`src/rtl/ysyx_22040125_pipe_pkg.sv`:
```
`default_nettype none
// ============================================================================
// Module   : ysyx_22040125_pipe_pkg
// Purpose  : Shared pipeline types and constants for the ID/EX hazard slice:
//            register index width, hazard-need encodings, and the ID/EX
//            control bubble.
// Revision : 1.0 - initial release
// ============================================================================
package ysyx_22040125_pipe_pkg;

  // Architectural register index width (x0..x31)
  localparam int REG_AW   = 5;
  // Widest stall any hazard can request is two cycles
  localparam int STALL_CW = 2;

  // Hazard-need encodings: number of bubble cycles a hazard requires
  localparam logic [1:0] NEED_NONE = 2'd0;
  localparam logic [1:0] NEED_ONE  = 2'd1;
  localparam logic [1:0] NEED_TWO  = 2'd2;

  // Control slice carried through ID/EX
  typedef struct packed {
    logic valid;
    logic reg_wen;
    logic mem_ren;
  } idex_ctrl_t;

  // A bubble never writes a register and never reads memory
  localparam idex_ctrl_t IDEX_CTRL_BUBBLE = '{valid: 1'b0, reg_wen: 1'b0, mem_ren: 1'b0};

  // 32-bit saturating accumulate for event counters
  function automatic logic [31:0] sat_add32(input logic [31:0] a, input logic [31:0] b);
    logic [32:0] sum;
    sum = {1'b0, a} + {1'b0, b};
    return sum[32] ? 32'hFFFF_FFFF : sum[31:0];
  endfunction

endpackage
`default_nettype wire

```
`src/rtl/ysyx_22040125_hazard_detect.sv`:
```
`default_nettype none
// ============================================================================
// Module   : ysyx_22040125_hazard_detect
// Purpose  : Combinational hazard-need computation for hazards forwarding
//            cannot cover: load-use, and JALR whose base register is read in
//            ID while its producer is still in EXE or is a load in MEM.
//            The need is split by class so the top can attribute stalls.
// Revision : 1.0 - initial release
// ============================================================================
module ysyx_22040125_hazard_detect
  import ysyx_22040125_pipe_pkg::*;
#(
  parameter int REG_AW   = ysyx_22040125_pipe_pkg::REG_AW,
  parameter int STALL_CW = ysyx_22040125_pipe_pkg::STALL_CW
) (
  input  logic                i_stall_idle,
  input  logic                i_id_valid,
  input  logic [REG_AW-1:0]   i_id_rs1,
  input  logic [REG_AW-1:0]   i_id_rs2,
  input  logic                i_id_rs1_used,
  input  logic                i_id_rs2_used,
  input  logic                i_id_is_jalr,
  input  logic                i_exe_valid,
  input  logic [REG_AW-1:0]   i_exe_rd,
  input  logic                i_exe_reg_wen,
  input  logic                i_exe_mem_ren,
  input  logic [REG_AW-1:0]   i_mem_rd,
  input  logic                i_mem_reg_wen,
  input  logic                i_mem_mem_ren,
  output logic [STALL_CW-1:0] o_need_lu,
  output logic [STALL_CW-1:0] o_need_jalr
);

  logic w_eval;
  logic w_exe_rd_nz;
  logic w_mem_rd_nz;
  logic w_lu;
  logic w_jx;
  logic w_jm;

  // Only a fresh ID instruction is checked; while the counter drains the
  // held instruction must not re-trigger a new stall.
  assign w_eval      = i_stall_idle & i_id_valid;
  assign w_exe_rd_nz = (i_exe_rd != '0);
  assign w_mem_rd_nz = (i_mem_rd != '0);

  assign w_lu = w_eval & i_exe_valid & i_exe_mem_ren & w_exe_rd_nz &
                ((i_id_rs1_used & (i_id_rs1 == i_exe_rd)) |
                 (i_id_rs2_used & (i_id_rs2 == i_exe_rd)));

  assign w_jx = w_eval & i_id_is_jalr & i_exe_valid & i_exe_reg_wen &
                w_exe_rd_nz & (i_id_rs1 == i_exe_rd);

  assign w_jm = w_eval & i_id_is_jalr & i_mem_reg_wen & i_mem_mem_ren &
                w_mem_rd_nz & (i_id_rs1 == i_mem_rd);

  // Per-class need; a JALR behind a load in EXE waits for the load to
  // leave MEM, hence two cycles.
  always_comb begin
    o_need_lu   = STALL_CW'(NEED_NONE);
    o_need_jalr = STALL_CW'(NEED_NONE);
    if (w_lu) begin
      o_need_lu = STALL_CW'(NEED_ONE);
    end
    if (w_jx && i_exe_mem_ren) begin
      o_need_jalr = STALL_CW'(NEED_TWO);
    end else if (w_jx || w_jm) begin
      o_need_jalr = STALL_CW'(NEED_ONE);
    end
  end

endmodule
`default_nettype wire

```
`src/rtl/ysyx_22040125_id_exe_hazard.sv`:
```
`default_nettype none
// ============================================================================
// Module   : ysyx_22040125_id_exe_hazard
// Purpose  : ID/EX register for the register-index/control slice plus stall
//            control. Priority each cycle: mem_busy freeze, EXE flush,
//            hazard stall (bubble + counter), normal advance.
//            Optional macro YSYX_22040125_HAZARD_PERF_EN adds saturating
//            stall-cycle counters o_perf_lu_cnt / o_perf_jalr_cnt.
// Revision : 1.0 - initial release
// ============================================================================
module ysyx_22040125_id_exe_hazard
#(
  parameter int REG_AW   = ysyx_22040125_pipe_pkg::REG_AW,
  parameter int STALL_CW = ysyx_22040125_pipe_pkg::STALL_CW
) (
  input  logic              clk,
  input  logic              rst_n,
  input  logic              i_id_valid,
  input  logic [REG_AW-1:0] i_id_rs1,
  input  logic [REG_AW-1:0] i_id_rs2,
  input  logic              i_id_rs1_used,
  input  logic              i_id_rs2_used,
  input  logic [REG_AW-1:0] i_id_rd,
  input  logic              i_id_reg_wen,
  input  logic              i_id_mem_ren,
  input  logic              i_id_is_jalr,
  input  logic [REG_AW-1:0] i_mem_reg_rd,
  input  logic              i_mem_reg_reg_wen,
  input  logic              i_mem_reg_mem_ren,
  input  logic              i_mem_busy,
  input  logic              i_exe_flush,
  output logic [REG_AW-1:0] o_exe_reg_rs1,
  output logic [REG_AW-1:0] o_exe_reg_rs2,
  output logic [REG_AW-1:0] o_exe_reg_rd,
  output logic              o_exe_reg_reg_wen,
  output logic              o_exe_reg_mem_ren,
  output logic              o_exe_valid,
`ifdef YSYX_22040125_HAZARD_PERF_EN
  output logic [31:0]       o_perf_lu_cnt,
  output logic [31:0]       o_perf_jalr_cnt,
`endif
  output logic              o_pc_stall,
  output logic              o_if_id_stall
);

  import ysyx_22040125_pipe_pkg::*;

  logic [REG_AW-1:0]   r_rs1;
  logic [REG_AW-1:0]   r_rs2;
  logic [REG_AW-1:0]   r_rd;
  idex_ctrl_t          r_ctrl;
  logic [STALL_CW-1:0] r_stall_cnt;

  logic [STALL_CW-1:0] w_need_lu;
  logic [STALL_CW-1:0] w_need_jalr;
  logic [STALL_CW-1:0] w_need;
  logic                w_cnt_idle;
  logic                w_stall_active;
  logic                w_stall_start;
  logic                w_hold;

  assign w_cnt_idle = (r_stall_cnt == '0);

  ysyx_22040125_hazard_detect #(
    .REG_AW   (REG_AW),
    .STALL_CW (STALL_CW)
  ) u_hazard_detect (
    .i_stall_idle  (w_cnt_idle),
    .i_id_valid    (i_id_valid),
    .i_id_rs1      (i_id_rs1),
    .i_id_rs2      (i_id_rs2),
    .i_id_rs1_used (i_id_rs1_used),
    .i_id_rs2_used (i_id_rs2_used),
    .i_id_is_jalr  (i_id_is_jalr),
    .i_exe_valid   (r_ctrl.valid),
    .i_exe_rd      (r_rd),
    .i_exe_reg_wen (r_ctrl.reg_wen),
    .i_exe_mem_ren (r_ctrl.mem_ren),
    .i_mem_rd      (i_mem_reg_rd),
    .i_mem_reg_wen (i_mem_reg_reg_wen),
    .i_mem_mem_ren (i_mem_reg_mem_ren),
    .o_need_lu     (w_need_lu),
    .o_need_jalr   (w_need_jalr)
  );

  // Overall need is the longest stall any active hazard asks for
  assign w_need         = (w_need_lu > w_need_jalr) ? w_need_lu : w_need_jalr;
  assign w_stall_active = !w_cnt_idle || (w_need != '0);
  // A new stall begins only when the stall branch is actually taken
  assign w_stall_start  = !i_mem_busy && !i_exe_flush && w_cnt_idle && (w_need != '0);

  // Freeze on memory wait, or hold ID while a hazard stall is pending;
  // a redirect releases the front end even mid-stall. Forced low in reset.
  assign w_hold        = i_mem_busy || (!i_exe_flush && w_stall_active);
  assign o_pc_stall    = rst_n & w_hold;
  assign o_if_id_stall = rst_n & w_hold;

  // ID/EX register and stall counter, updated by the per-cycle priority
  always_ff @(posedge clk or negedge rst_n) begin
    if (!rst_n) begin
      r_rs1       <= '0;
      r_rs2       <= '0;
      r_rd        <= '0;
      r_ctrl      <= IDEX_CTRL_BUBBLE;
      r_stall_cnt <= '0;
    end else if (i_mem_busy) begin
      r_stall_cnt <= r_stall_cnt;
    end else if (i_exe_flush) begin
      r_rs1       <= '0;
      r_rs2       <= '0;
      r_rd        <= '0;
      r_ctrl      <= IDEX_CTRL_BUBBLE;
      r_stall_cnt <= '0;
    end else if (w_stall_active) begin
      r_rs1  <= '0;
      r_rs2  <= '0;
      r_rd   <= '0;
      r_ctrl <= IDEX_CTRL_BUBBLE;
      if (w_cnt_idle) begin
        r_stall_cnt <= w_need - STALL_CW'(1);
      end else begin
        r_stall_cnt <= r_stall_cnt - STALL_CW'(1);
      end
    end else if (i_id_valid) begin
      r_rs1          <= i_id_rs1;
      r_rs2          <= i_id_rs2;
      r_rd           <= i_id_rd;
      r_ctrl.valid   <= 1'b1;
      r_ctrl.reg_wen <= i_id_reg_wen;
      r_ctrl.mem_ren <= i_id_mem_ren;
    end else begin
      r_rs1  <= '0;
      r_rs2  <= '0;
      r_rd   <= '0;
      r_ctrl <= IDEX_CTRL_BUBBLE;
    end
  end

  assign o_exe_reg_rs1     = r_rs1;
  assign o_exe_reg_rs2     = r_rs2;
  assign o_exe_reg_rd      = r_rd;
  assign o_exe_reg_reg_wen = r_ctrl.reg_wen;
  assign o_exe_reg_mem_ren = r_ctrl.mem_ren;
  assign o_exe_valid       = r_ctrl.valid;

`ifdef YSYX_22040125_HAZARD_PERF_EN
  logic [31:0] r_perf_lu_cnt;
  logic [31:0] r_perf_jalr_cnt;

  // Accumulate stall cycles at stall start; load-use wins attribution
  always_ff @(posedge clk or negedge rst_n) begin
    if (!rst_n) begin
      r_perf_lu_cnt   <= '0;
      r_perf_jalr_cnt <= '0;
    end else if (w_stall_start) begin
      if (w_need_lu != '0) begin
        r_perf_lu_cnt <= sat_add32(r_perf_lu_cnt, 32'(w_need));
      end else begin
        r_perf_jalr_cnt <= sat_add32(r_perf_jalr_cnt, 32'(w_need));
      end
    end
  end

  assign o_perf_lu_cnt   = r_perf_lu_cnt;
  assign o_perf_jalr_cnt = r_perf_jalr_cnt;
`else
  logic w_unused_start;
  assign w_unused_start = w_stall_start;
`endif

endmodule
`default_nettype wire

```
`config.mk`:
```
export PLATFORM = sky130hd
export DESIGN_NAME = ysyx_22040125_id_exe_hazard
export DESIGN_NICKNAME = d
export VERILOG_FILES = /design/src/rtl/ysyx_22040125_pipe_pkg.sv /design/src/rtl/ysyx_22040125_hazard_detect.sv /design/src/rtl/ysyx_22040125_id_exe_hazard.sv
export SDC_FILE = /design/constraint.sdc
export NUM_CORES = 1
export LEC_CHECK = 0
export ABC_AREA = 1
export CAP_MARGIN = 30
export CORE_MARGIN = 2
export CORE_UTILIZATION = 45
export DETAILED_ROUTE_END_ITERATION = 10
export DONT_BUFFER_PORTS = 1
export PLACE_DENSITY = 0.65
export SYNTH_ARGS = -nofsm -noshare
export SYNTH_HDL_FRONTEND = slang
export SYNTH_HIERARCHICAL = 1
export SYNTH_SLANG_ARGS = --single-unit
```
`constraint.sdc`:
```
create_clock -name clk -period 3.9 [get_ports clk]
set_input_delay 0.78 -clock clk [delete_from_list [all_inputs] [get_ports clk]]
set_output_delay 0.78 -clock clk [all_outputs]
set_load 0.01 [all_outputs]
```
# After elaboration in Yosys (flattened, before gate mapping)
# Index checks and enable logic that the tools add are counted.
[totals]
regBits = 20
input_bits = 32
out_inout_bits = 20
elab_cells = 64
[op_classes]
addsub = 2
n_lt_le_gt_ge = 1
n_eq_ne = 3
n_mux = 19
bitwise_logic = 19
n_reduce_logical = 13
[op_table]
columns = ["operator", "count"]
rows = [
  ["two-way mux 5 bit", 9],
  ["AND 1 bit", 17],
  ["== test 5 bit", 3],
  ["two-way mux 2 bit", 5],
  ["nonzero test 5 bit", 2],
  ["two-way mux 3 bit", 3],
  ["nonzero test 2 bit", 2],
  ["subtractor 2 x 1 -> 2 bit, second input constant", 2],
  ["logical OR 1 bit", 3],
  ["> comparator 2 bit", 1],
  ["logical AND 1 bit", 2],
  ["logical NOT 1 bit", 2],
  ["logical NOT 2 bit", 1],
  ["two-way mux 1 bit", 2],
  ["AND reduction 2 bit", 1],
  ["NOT 1 bit", 1],
  ["bitwise OR 1 bit", 1],
]

# Depth between registers and ports, before layout
# Gate-level depths: netlist of run 1.
[depth]
depth_word = 17
mapped_depth = 19
ltp_nobuf = 19

# Cells and area by module
# Netlist of run 1, hierarchy kept.
[by_module_without_submodules]
columns = ["mod", "n_inst", "cells_each", "area_each_um2", "seq_area_each_um2"]
rows = [
  ["ysyx_22040125_id_exe_hazard", 1, 118, 1057.3, 500.5],
  ["ysyx_22040125_hazard_detect", 1, 86, 386.6, 0.0],
]

# Worst setup path after synthesis of run 1
# OpenSTA, ideal clock, no wires.
[synth_timing]
path_type = "in2out"
start = "input port i_id_valid"
end = "output port o_pc_stall"
arrival_ns = 2.695
setup_slack_ns = 0.425
cell_stages = 14
n_path_buf = 2
path_cell_list = "nand2_1 -> inv_1 -> nand3_1 -> or2_2 -> a21oi_2 -> buf_4 -> inv_1 -> ha_1 -> nand2_1 -> nand3_1 -> nand4_4 -> nand2_1 -> a21boi_0 -> buf_4"
[synth_via]
word_cells_on_any_way = 26
[synth_rtl]
columns = ["item", "line_no", "text"]
rows = [
  ["start, declared", "ysyx_22040125_id_exe_hazard.sv:18", "input logic i_id_valid,"],
  ["AND 1 bit (*)", "ysyx_22040125_hazard_detect.sv:43", "assign w_eval = i_stall_idle & i_id_valid;"],
  ["AND 1 bit (*) (4 in series)", "ysyx_22040125_hazard_detect.sv:47", "assign w_lu = w_eval & i_exe_valid & i_exe_mem_ren & w_exe_rd_nz &"],
  ["via u_hazard_detect.w_lu", "ysyx_22040125_hazard_detect.sv:37", "logic w_lu;"],
  ["two-way mux 1 bit (*)", "ysyx_22040125_hazard_detect.sv:62", "if (w_lu) begin"],
  ["via w_need_lu[0]", "ysyx_22040125_id_exe_hazard.sv:54", "logic [STALL_CW-1:0] w_need_lu;"],
  ["> comparator 2 bit", "ysyx_22040125_id_exe_hazard.sv:87", "assign w_need = (w_need_lu > w_need_jalr) ? w_need_lu : w_need_jalr;"],
  ["two-way mux 2 bit (*)", "ysyx_22040125_id_exe_hazard.sv:87", ""],
  ["nonzero test 2 bit (*)", "--", ""],
  ["logical OR 1 bit (*)", "ysyx_22040125_id_exe_hazard.sv:88", "assign w_stall_active = !w_cnt_idle || (w_need != '0);"],
  ["logical AND 1 bit (*)", "ysyx_22040125_id_exe_hazard.sv:94", "assign w_hold = i_mem_busy || (!i_exe_flush && w_stall_active);"],
  ["logical OR 1 bit (*)", "ysyx_22040125_id_exe_hazard.sv:94", ""],
  ["AND 1 bit (*)", "--", ""],
  ["end, declared", "ysyx_22040125_id_exe_hazard.sv:42", "output logic o_pc_stall,"],
]
# Mark *: on every way through the listed nets, which the timed path passes. The rest lies on a longest branch.

# Final worst setup path of run 1
[layout_timing]
start = "register r_stall_cnt[1]"
end = "output port o_if_id_stall"
[layout_via]
word_cells_on_any_way = 28
[layout_rtl]
columns = ["item", "line_no", "text"]
rows = [
  ["start, declared", "ysyx_22040125_id_exe_hazard.sv:52", "logic [STALL_CW-1:0] r_stall_cnt;"],
  ["start signal, assigned", "ysyx_22040125_id_exe_hazard.sv:107", "r_stall_cnt <= r_stall_cnt;"],
  ["start signal, assigned", "ysyx_22040125_id_exe_hazard.sv:120", "r_stall_cnt <= w_need - STALL_CW'(1);"],
  ["start signal, assigned", "ysyx_22040125_id_exe_hazard.sv:122", "r_stall_cnt <= r_stall_cnt - STALL_CW'(1);"],
  ["logical NOT 2 bit (*)", "ysyx_22040125_id_exe_hazard.sv:62", "assign w_cnt_idle = (r_stall_cnt == '0);"],
  ["via w_cnt_idle", "ysyx_22040125_id_exe_hazard.sv:57", "logic w_cnt_idle;"],
  ["AND 1 bit (*)", "ysyx_22040125_hazard_detect.sv:43", ""],
  ["AND 1 bit (*) (4 in series)", "ysyx_22040125_hazard_detect.sv:47", ""],
  ["two-way mux 1 bit (*)", "ysyx_22040125_hazard_detect.sv:62", ""],
  ["via w_need_lu[0]", "ysyx_22040125_id_exe_hazard.sv:54", ""],
  ["> comparator 2 bit", "ysyx_22040125_id_exe_hazard.sv:87", ""],
  ["two-way mux 2 bit (*)", "ysyx_22040125_id_exe_hazard.sv:87", ""],
  ["nonzero test 2 bit (*)", "--", ""],
  ["logical OR 1 bit (*)", "ysyx_22040125_id_exe_hazard.sv:88", ""],
  ["logical AND 1 bit (*)", "ysyx_22040125_id_exe_hazard.sv:94", ""],
  ["logical OR 1 bit (*)", "ysyx_22040125_id_exe_hazard.sv:94", ""],
  ["AND 1 bit (*)", "ysyx_22040125_id_exe_hazard.sv:96", "assign o_if_id_stall = rst_n & w_hold;"],
  ["end, declared", "ysyx_22040125_id_exe_hazard.sv:43", "output logic o_if_id_stall"],
]
# Marks and branches as above.

==> flow_summary_export.csv, run 1 <==
group,metric,value,unit
global_route,grt_pass1_wl,5100,µm
logic_synthesis,synthDistinctLibCells,30,
logic_synthesis,edff_count_synth,0,
power_and_ir_drop,p_int,0.393,mW
route,drc,0,
worst_setup_path,timing.critical_path.to_type,"output port",
cts,cts.repair_timing.setup_buffer_count,0,
worst_setup_path,cp.required,3120,ps
power_and_ir_drop,total_leakage_power,0.822,nW
layout,syn_to_final_growth,3.73,%
route,drt-initial-drc-count,36,
die,row_count,20,
route,post_drt_via_cell_ratio,4.80,
cts,cts_repair_resize_count,0,
power_and_ir_drop,switching_share,32.4,%
global_route,grt_use_total,18.8,%
power_and_ir_drop,power_frac_comb,26.5,%
die,area_inside_the_core_boundary,3050,µm²
power_and_ir_drop,pwr_per_cell_area,388,nW/µm²
cts,clock_sink_count,20,
cts,tritoncts_clock_tree,"built",
placed_design,placed_cells_incl_taps,243,
timing,period_share,88.3,%
placed_design,port_buffers,0,
worst_setup_path,timing.critical_path.fanout_max,4,
logic_synthesis,synth-seq-cells,20,
layout,mostFrequentLayoutCells,"84 x sky130_fd_sc_hd__nand2_1, 23 x sky130_fd_sc_hd__inv_1, 20 x sky130_fd_sc_hd__dfrtp_1",
route,totalWireLength,3080,µm
layout,final_cells,247,
timing,report.final.slew_viol_count,0,
global_route,gr-total-overflow,0,
global_route,grt_start_max_net_pins,22,
route,antenna_violating_nets_post_route,0,
timing,rsz0062_at_grt,"no",
logic_synthesis,post_synth_inst_count,204,
timing,timing.final.hold_violations,0,
cts,cts_buffer_depth,2,
logic_synthesis,ys_seq_area_share,34.7,%
die,die_width,60.6,µm
cts,worst_setup_hold_path_clk_slew,110,ps
timing,worst_hold_slack,154,ps
worst_setup_path,worst-endpoint-arrival,2670,ps
placed_design,gp_routability_congestion,0.854,
power_and_ir_drop,p_clk_share,28.8,%
global_route,grt_antenna_before_repair,0,
timing,setup_total_negative_slack,0,ps
run,drv_cap,0,
timing,setup_violations,0,
die,die_height,60.6,µm
worst_setup_path,crit_type,"register to output port",
route,route.vias.total,1186,
power_and_ir_drop,reported_net_switching_power,0.188,mW
logic_synthesis,syn_avg_cell_area,7.08,µm²
logic_synthesis,postSynthNetCount,239,
power_and_ir_drop,peakVddDrop,0.256,mV
cts,htree_num_levels,1,
cts,cts-buffers-inserted,3,
timing,finalCriticalPeriod,3450,ps
timing,fin_skew,6.05,ps
route,first_pass_iters,4,
timing,clock.fmax,290,MHz
worst_hold_path,holdCritPathClass,"primary input to asynchronous set/reset pin",
die,top_level_ports,52,
cts,clockRootBuffer,"sky130_fd_sc_hd__clkbuf_4",
worst_setup_path,start_kind,"register",
power_and_ir_drop,seq_power_share,44.7,%
logic_synthesis,async_reset_ff_share,100,%
route,routed_wire_length_per_instance,12.5,µm
global_route,first_global_vias,1088,
outcome,status,"finished, final reports clean",
cts,cts_hold_repair_buffers,0,
die,initial_utilization,47.3,%
logic_synthesis,synth_top_flop_cell,"sky130_fd_sc_hd__dfrtp_1",
layout,fill_cells,326,
cts,clk_latency,300,ps
layout,insertedDiodeCount,0,
layout,commonest_non_fill_non_tap_cell_in_the_layout,"sky130_fd_sc_hd__nand2_1",
layout,layout.nets,239,
layout,final_layout_size_suffix_gt1_share,14.3,%
logic_synthesis,netlist_area,1440,µm²
logic_synthesis,ys_warn_count,6,
placed_design,hpwl_after_detailed_placement,2330,µm
die,die_footprint,3680,µm²
[stage by stage]
stage | setup slack (ps) | cell area, µm² | utilization (%) | power, mW
6_report | 455 | 1500 | 49.1 | 0.581
5_1_grt | 173 | 1500 | 49.1 | 0.621
4_1_cts | 432 | 1500 | 49.1 | 0.586
3_5_place_dp | 593 | 1450 | 47.3 | 0.418
3_3_place_gp | 652 | 1450 | 47.3 | 0.416
2_1_floorplan | 425 | 1440 | - | 0.403
[synth_stat cells, types with 2 or more instances]
library cell               n  share of area, %
sky130_fd_sc_hd__nand2_1  84                22
sky130_fd_sc_hd__inv_1    23               6.0
sky130_fd_sc_hd__dfrtp_1  20                35
sky130_fd_sc_hd__nand3_1  16               5.5
sky130_fd_sc_hd__nor2_1   14               3.6
sky130_fd_sc_hd__nand3_2  11               7.6
sky130_fd_sc_hd__a21oi_1   3               1.0
sky130_fd_sc_hd__buf_4     3               1.6
sky130_fd_sc_hd__ha_1      3               2.6
sky130_fd_sc_hd__inv_2     2              0.52
sky130_fd_sc_hd__nand4_1   2              0.87
sky130_fd_sc_hd__nor2_2    2              0.87
sky130_fd_sc_hd__o21ai_0   2              0.69
sky130_fd_sc_hd__or2_1     2              0.87
sky130_fd_sc_hd__or2_2     2              0.87
[cell type report]
cell class / instances / area [µm²] / area share, %
Clock buffer: 3 / 22.5 / 1.50
Tap cell: 44 / 55.1 / 3.68
Multi-Input combinational cell: 152 / 781 / 52.1
Inverter: 25 / 93.8 / 6.27
Timing Repair Buffer: 2 / 15.0 / 1.00
Sequential cell: 20 / 500 / 33.4
Clock inverter: 1 / 30.0 / 2.01
[metal layers]
metal	vias up	GRT usage (%)	share of wire [%]
li1	626	-	-
met1	520	25.5	48
met2	38	29.0	43
met3	2	7.68	8.7
met4	0	2.80	0.62
met5	-	0	0
[sequential cells by signal (all words and copies together), names as in the netlist]
signal	count
o_exe_reg_rd	5
o_exe_reg_rs1	5
o_exe_reg_reg_wen	1
o_exe_valid	1
o_exe_reg_mem_ren	1
r_stall_cnt	2
o_exe_reg_rs2	5
[power groups by stage]
| stage | Combinational, mW | Sequential [mW] | Clock (mW) |
|---|---|---|---|
| floorplan | 0.145 | 0.259 | 0 |
| global placement | 0.153 | 0.263 | 0 |
| detailed placement | 0.154 | 0.264 | 0 |
| CTS | 0.155 | 0.260 | 0.171 |
| global route | 0.178 | 0.264 | 0.180 |
| finish | 0.154 | 0.260 | 0.167 |
[worst max-delay path, stage by stage, from the launching register on]
cell,delay [ps]
sky130_fd_sc_hd__dfrtp_1,440
sky130_fd_sc_hd__nor2_4,180
sky130_fd_sc_hd__nand2_1,70
sky130_fd_sc_hd__inv_1,90
sky130_fd_sc_hd__nand3_1,60
sky130_fd_sc_hd__or2_2,300
sky130_fd_sc_hd__a21oi_2,130
sky130_fd_sc_hd__inv_1,60
sky130_fd_sc_hd__ha_1,280
sky130_fd_sc_hd__nand2_1,80
sky130_fd_sc_hd__nand3_1,140
sky130_fd_sc_hd__nand4_4,160
sky130_fd_sc_hd__nand2_1,60
sky130_fd_sc_hd__a21boi_0,150
sky130_fd_sc_hd__buf_4,160
[cells by family after synthesis]
family	share of synthesized area, %
xor gates and xnor gates	1.21
and+or+nand+nor	46.5
AOI/OAI and AO/OA	3.47
other	0.260
DFF	34.7
buffers and inverters	11.3
adders and majority gates	2.60
[path summary, 6_finish.rpt]
kind                       cells after the start  slack [ps]                         start                            to
max                                           14         450    r_stall_cnt[1]$_DFFE_PN0P_                 o_if_id_stall
min in group clk                               2         550  o_exe_reg_rs1[1]$_DFFE_PN0N_  o_exe_reg_rs1[1]$_DFFE_PN0N_
max in group asynchronous                      0        3670                         rst_n  o_exe_reg_rs2[2]$_DFFE_PN0N_
min reg2reg                                    2         550  o_exe_reg_rs1[1]$_DFFE_PN0N_  o_exe_reg_rs1[1]$_DFFE_PN0N_
min                                            0         150                         rst_n   o_exe_reg_rd[3]$_DFFE_PN0N_
max reg2reg                                   16        1290    r_stall_cnt[1]$_DFFE_PN0P_    r_stall_cnt[1]$_DFFE_PN0P_
No activity file was read; power rests on OpenSTA's default activity.
==> run 2: changes to the inputs <==
Settings changed: CORE_UTILIZATION 45 to 60, CTS_CLUSTER_SIZE set to 12, PLACE_DENSITY 0.65 to 0.81, SKIP_CTS_REPAIR_TIMING set to 1.
==> flow_summary_export.csv, run 2 (synthesis results as in run 1) <==
group,metric,value,unit
worst_setup_path,timing.reg2reg.worst_path_depth,14,
worst_setup_path,worst-endpoint-arrival,2740,ps
layout,commonest_non_fill_non_tap_cell_in_the_layout,"sky130_fd_sc_hd__nand2_1",
timing,clock.fmax,284,MHz
die,top_level_ports,52,
route,drt-initial-drc-count,28,
global_route,gr-total-overflow,0,
route,route.vias.total,1244,
timing,rsz0062_at_grt,"no",
cts,htree_num_levels,1,
layout,final_layout_size_suffix_gt1_share,14.3,%
die,die_height,53.1,µm
layout,seq_area,500,µm²
cts,cts_buffer_depth,2,
cts,clock_sink_count,20,
timing,report.final.slew_viol_count,0,
worst_setup_path,r2r-start,"o_exe_reg_rd[0]$_DFFE_PN0N_",
worst_setup_path,timing.critical_path.slowest_stage_cell,"sky130_fd_sc_hd__dfrtp_1",
layout,insertedDiodeCount,0,
global_route,grt_antenna_before_repair,0,
global_route,busiest_layer,"met2",
cts,worst_setup_hold_path_clk_slew,120,ps
worst_setup_path,reg2reg_setup_slack,1270,ps
placed_design,port_buffers,0,
worst_setup_path,timing.critical_path.max_delay_family,"simple AND/OR/NAND/NOR gates",
power_and_ir_drop,pwr_per_cell_area,394,nW/µm²
cts,clk_latency,300,ps
global_route,grt_use_total,25.1,%
die,row_count,17,
route,first_pass_iters,4,
die,initial_utilization,64.6,%
timing,finalCriticalPeriod,3520,ps
worst_setup_path,timing.rr.end,"r_stall_cnt[1]$_DFFE_PN0P_",
timing,fin_skew,13.9,ps
die,area_inside_the_core_boundary,2230,µm²
timing,timing.final.hold_violations,0,
global_route,grtUsageMet3,6.78,%
cts,cts-buffers-inserted,3,
layout,layout.nets,239,
layout,mostFrequentLayoutCells,"84 x sky130_fd_sc_hd__nand2_1, 23 x sky130_fd_sc_hd__inv_1, 20 x sky130_fd_sc_hd__dfrtp_1",
worst_setup_path,timing.critical_path.to_type,"output port",
power_and_ir_drop,total_leakage_power,0.822,nW
die,die_footprint,2810,µm²
worst_setup_path,crit_type,"register to output port",
cts,tritoncts_clock_tree,"built",
worst_setup_path,path_cells,"or2_1, a21oi_1, nand3_1, a21oi_2, inv_1, ha_1, nand2_1, nand3_1, nand4_4, nand2_1, a21boi_0, buf_4",
route,totalWireLength,3180,µm
timing,setup_total_negative_slack,0,ps
layout,syn_to_final_growth,2.34,%
route,post_drt_via_cell_ratio,5.39,
worst_setup_path,cp_num_buf_inv,2,
worst_hold_path,holdCritPathClass,"primary input to asynchronous set/reset pin",
power_and_ir_drop,peakVddDrop,0.251,mV
worst_setup_path,startpoint,"o_exe_reg_rd[0]$_DFFE_PN0N_",
global_route,grt.met1_usage,32.5,%
timing,setup_violations,0,
cts,clockRootBuffer,"sky130_fd_sc_hd__clkbuf_4",
worst_setup_path,start_kind,"register",
outcome,status,"finished, final reports clean",
die,die_width,53.1,µm
worst_setup_path,cp.required,3120,ps
power_and_ir_drop,post-layout-total-power,0.582,mW
placed_design,postPlaceCellArea,1430,µm²
route,drc,0,
run,drv_cap,0,
layout,fill_cells,208,
worst_setup_path,timing.critical_path.fanout_max,6,
placed_design,hpwl_after_detailed_placement,2480,µm
route,routed_wire_length_per_instance,13.8,µm
layout,multi_input_area,781,µm²
global_route,grtUsageMet2,41.3,%
worst_setup_path,crit_path_max_incr_delay,500,ps
layout,final_cell_area,1480,µm²
global_route,grt_pass1_wl,5150,µm
placed_design,gp_routability_congestion,0.793,
global_route,first_global_vias,1224,
global_route,grt_start_max_net_pins,22,
route,antenna_violating_nets_post_route,0,
timing,period_share,90.2,%
==> run 2: final cells by class <==
type | count | share of cell area [%]
multi-input cells | 152 | 52.8
clock inverters | 1 | 2.03
repair buffers | 2 | 1.02
flip-flops and latches | 20 | 33.9
well taps | 28 | 2.37
inverters | 25 | 6.35
clock buffers | 3 | 1.52
==> run 2: how the worst max path moves through the flow <==
stage	end	slack [ps]	depth (start not counted)
floorplan	o_pc_stall	420	14
global placement	o_if_id_stall	660	15
detailed placement	o_if_id_stall	530	12
CTS	o_if_id_stall	380	14
global route	o_if_id_stall	130	14
finish	o_if_id_stall	380	12
==> run 2: metal layers <==
| layer | vias up | share of wire, % | routed length, µm |
|---|---|---|---|
| met5 | - | 0 | 0 |
| met4 | 0 | 0 | 0 |
| met3 | 0 | 8.2 | 261 |
| met2 | 45 | 47 | 1490 |
| met1 | 572 | 45 | 1430 |
| li1 | 627 | - | - |
==> run 2: through the flow <==
step                instances  setup slack [ps]  hold slack (ps)  utilization (%)
finish                    231               382              149             66.2
detailed placement        227               525              485             63.8
global route              231               134              125             66.2
global placement          227               660              485             63.8
CTS                       231               381              143             66.2
floorplan                 204               425              484                -
==> run 2: power by group <==
group	total (mW)	switching (mW)	internal, mW
Sequential	0.260	0.0314	0.229
Combinational	0.154	0.0937	0.0600
Clock	0.169	0.0649	0.104
Total	0.582	0.190	0.392
==> run 3: changes to the inputs <==
Settings changed: CORE_MARGIN 2 to 3, CTS_CLUSTER_DIAMETER set to 30.
==> flow_summary_export.csv, run 3 (synthesis results as in run 1) <==
group,metric,value,unit
timing,clock.fmax,283,MHz
cts,tritoncts_clock_tree,"built",
worst_setup_path,worst-endpoint-arrival,2750,ps
timing,timing.final.hold_violations,0,
placed_design,postPlaceCellArea,1430,µm²
global_route,grt_antenna_before_repair,0,
global_route,grt_use_total,22.4,%
placed_design,dp_worst_setup_slack,563,ps
route,antenna_violating_nets_post_route,0,
global_route,grt_pass1_wl,4860,µm
global_route,first_global_vias,1171,
timing,setup_total_negative_slack,0,ps
die,initial_utilization,64.0,%
global_route,grtUsageMet3,6.70,%
die,die_height,55.1,µm
route,drt-initial-drc-count,43,
global_route,gr-total-overflow,0,
timing,finalCriticalPeriod,3530,ps
timing,fin_ws,370,ps
cts,clockRootBuffer,"sky130_fd_sc_hd__clkbuf_4",
die,top_level_ports,52,
die,area_inside_the_core_boundary,2250,µm²
timing,rsz0062_at_grt,"no",
timing,period_share,90.5,%
cts,cts-buffers-inserted,3,
power_and_ir_drop,reported_net_switching_power,0.193,mW
worst_setup_path,timing.critical_path.fanout_max,4,
layout,insertedDiodeCount,0,
die,die_width,55.1,µm
layout,layout.nets,239,
layout,commonest_non_fill_non_tap_cell_in_the_layout,"sky130_fd_sc_hd__nand2_1",
placed_design,port_buffers,0,
worst_hold_path,holdCritPathClass,"primary input to asynchronous set/reset pin",
die,row_count,17,
power_and_ir_drop,post-layout-total-power,0.585,mW
power_and_ir_drop,p_clk_share,29.1,%
worst_setup_path,timing.critical_path.to_type,"output port",
die,die_footprint,3030,µm²
layout,mostFrequentLayoutCells,"84 x sky130_fd_sc_hd__nand2_1, 23 x sky130_fd_sc_hd__inv_1, 20 x sky130_fd_sc_hd__dfrtp_1",
layout,final_cell_area,1480,µm²
placed_design,hpwl_after_detailed_placement,2430,µm
timing,report.final.slew_viol_count,0,
cts,htree_num_levels,1,
power_and_ir_drop,switching_share,32.9,%
layout,syn_to_final_growth,2.34,%
power_and_ir_drop,pwr_per_cell_area,396,nW/µm²
timing,setup_violations,0,
power_and_ir_drop,peakVddDrop,0.334,mV
global_route,grt_start_max_net_pins,22,
global_route,grtUsageMet2,34.8,%
route,drc,0,
power_and_ir_drop,power_frac_comb,26.2,%
outcome,status,"finished, final reports clean",
cts,clk_latency,310,ps
cts,cts_buffer_depth,2,
cts,worst_setup_hold_path_clk_slew,120,ps
route,first_pass_iters,4,
worst_setup_path,crit_type,"register to output port",
cts,clock_sink_count,20,
layout,final_cells,231,
global_route,busiest_layer,"met2",
route,route.vias.total,1262,
timing,fin_skew,5.12,ps
power_and_ir_drop,seq_power_share,44.6,%
global_route,grt.met1_usage,28.1,%
timing,worst_hold_slack,147,ps
run,drv_cap,0,
route,routed_wire_length_per_instance,13.6,µm
route,post_drt_via_cell_ratio,5.46,
layout,postLayoutCoreUtil,65.5,%
placed_design,placed_cells_incl_taps,227,
worst_setup_path,cp.required,3120,ps
placed_design,gp_routability_congestion,0.841,
route,totalWireLength,3140,µm
layout,final_layout_size_suffix_gt1_share,14.3,%
power_and_ir_drop,total_leakage_power,0.822,nW
worst_setup_path,start_kind,"register",
power_and_ir_drop,p_int,0.392,mW
==> run 3: cell counts in the layout (fill, tap and decap cells not counted) <==
Identical to the previous run, type by type.
==> run 3: power by group through the flow <==
| stage | Sequential (mW) | Clock [mW] | Combinational, mW |
|---|---|---|---|
| 6_report | 0.261 | 0.171 | 0.154 |
| 3_3_place_gp | 0.263 | 0 | 0.147 |
| 5_1_grt | 0.264 | 0.183 | 0.174 |
| 4_1_cts | 0.260 | 0.174 | 0.154 |
| 3_5_place_dp | 0.264 | 0 | 0.153 |
| 2_1_floorplan | 0.259 | 0 | 0.145 |
==> run 3: cell type report <==
| type | instances | area [µm²] |
|---|---|---|
| tap | 28 | 35.0 |
| inverter | 25 | 93.8 |
| multi-input combinational | 152 | 781 |
| fill | 207 | 777 |
| clock buffer | 3 | 22.5 |
| sequential | 20 | 500 |
| timing repair buffer | 2 | 15.0 |
| clock inverter | 1 | 30.0 |
==> run 3: worst paths after layout <==
| path | depth (start not counted) | slack (ps) | endpoint | from |
|---|---|---|---|---|
| worst max register to register | 16 | 1250 | r_stall_cnt[1]$_DFFE_PN0P_ | r_stall_cnt[1]$_DFFE_PN0P_ |
| max in group asynchronous | 0 | 3680 | r_stall_cnt[1]$_DFFE_PN0P_ | rst_n |
| min in group clk | 2 | 550 | o_exe_reg_rs2[1]$_DFFE_PN0N_ | o_exe_reg_rs2[1]$_DFFE_PN0N_ |
| worst min-delay path | 0 | 150 | o_exe_reg_rs2[1]$_DFFE_PN0N_ | rst_n |
| worst min register to register | 2 | 550 | o_exe_reg_rs2[1]$_DFFE_PN0N_ | o_exe_reg_rs2[1]$_DFFE_PN0N_ |
| worst max-delay path | 14 | 370 | o_if_id_stall | r_stall_cnt[1]$_DFFE_PN0P_ |
==> run 3: layer usage <==
metal / up-vias / routed length (µm)
li1: 627 / -
met1: 562 / 1260
met2: 67 / 1460
met3: 6 / 375
met4: 0 / 46
met5: - / 0
==> run 3: critical path, cell delays in order, from the launching register on <==
cell                       delay, ps
sky130_fd_sc_hd__dfrtp_1         440
sky130_fd_sc_hd__nor2_4          180
sky130_fd_sc_hd__nand2_1          70
sky130_fd_sc_hd__inv_1            80
sky130_fd_sc_hd__nand3_1          70
sky130_fd_sc_hd__or2_2           310
sky130_fd_sc_hd__a21oi_2         160
sky130_fd_sc_hd__inv_1            60
sky130_fd_sc_hd__ha_1            290
sky130_fd_sc_hd__nand2_1          90
sky130_fd_sc_hd__nand3_1         140
sky130_fd_sc_hd__nand4_4         160
sky130_fd_sc_hd__nand2_1          60
sky130_fd_sc_hd__a21boi_0        170
sky130_fd_sc_hd__buf_4           170
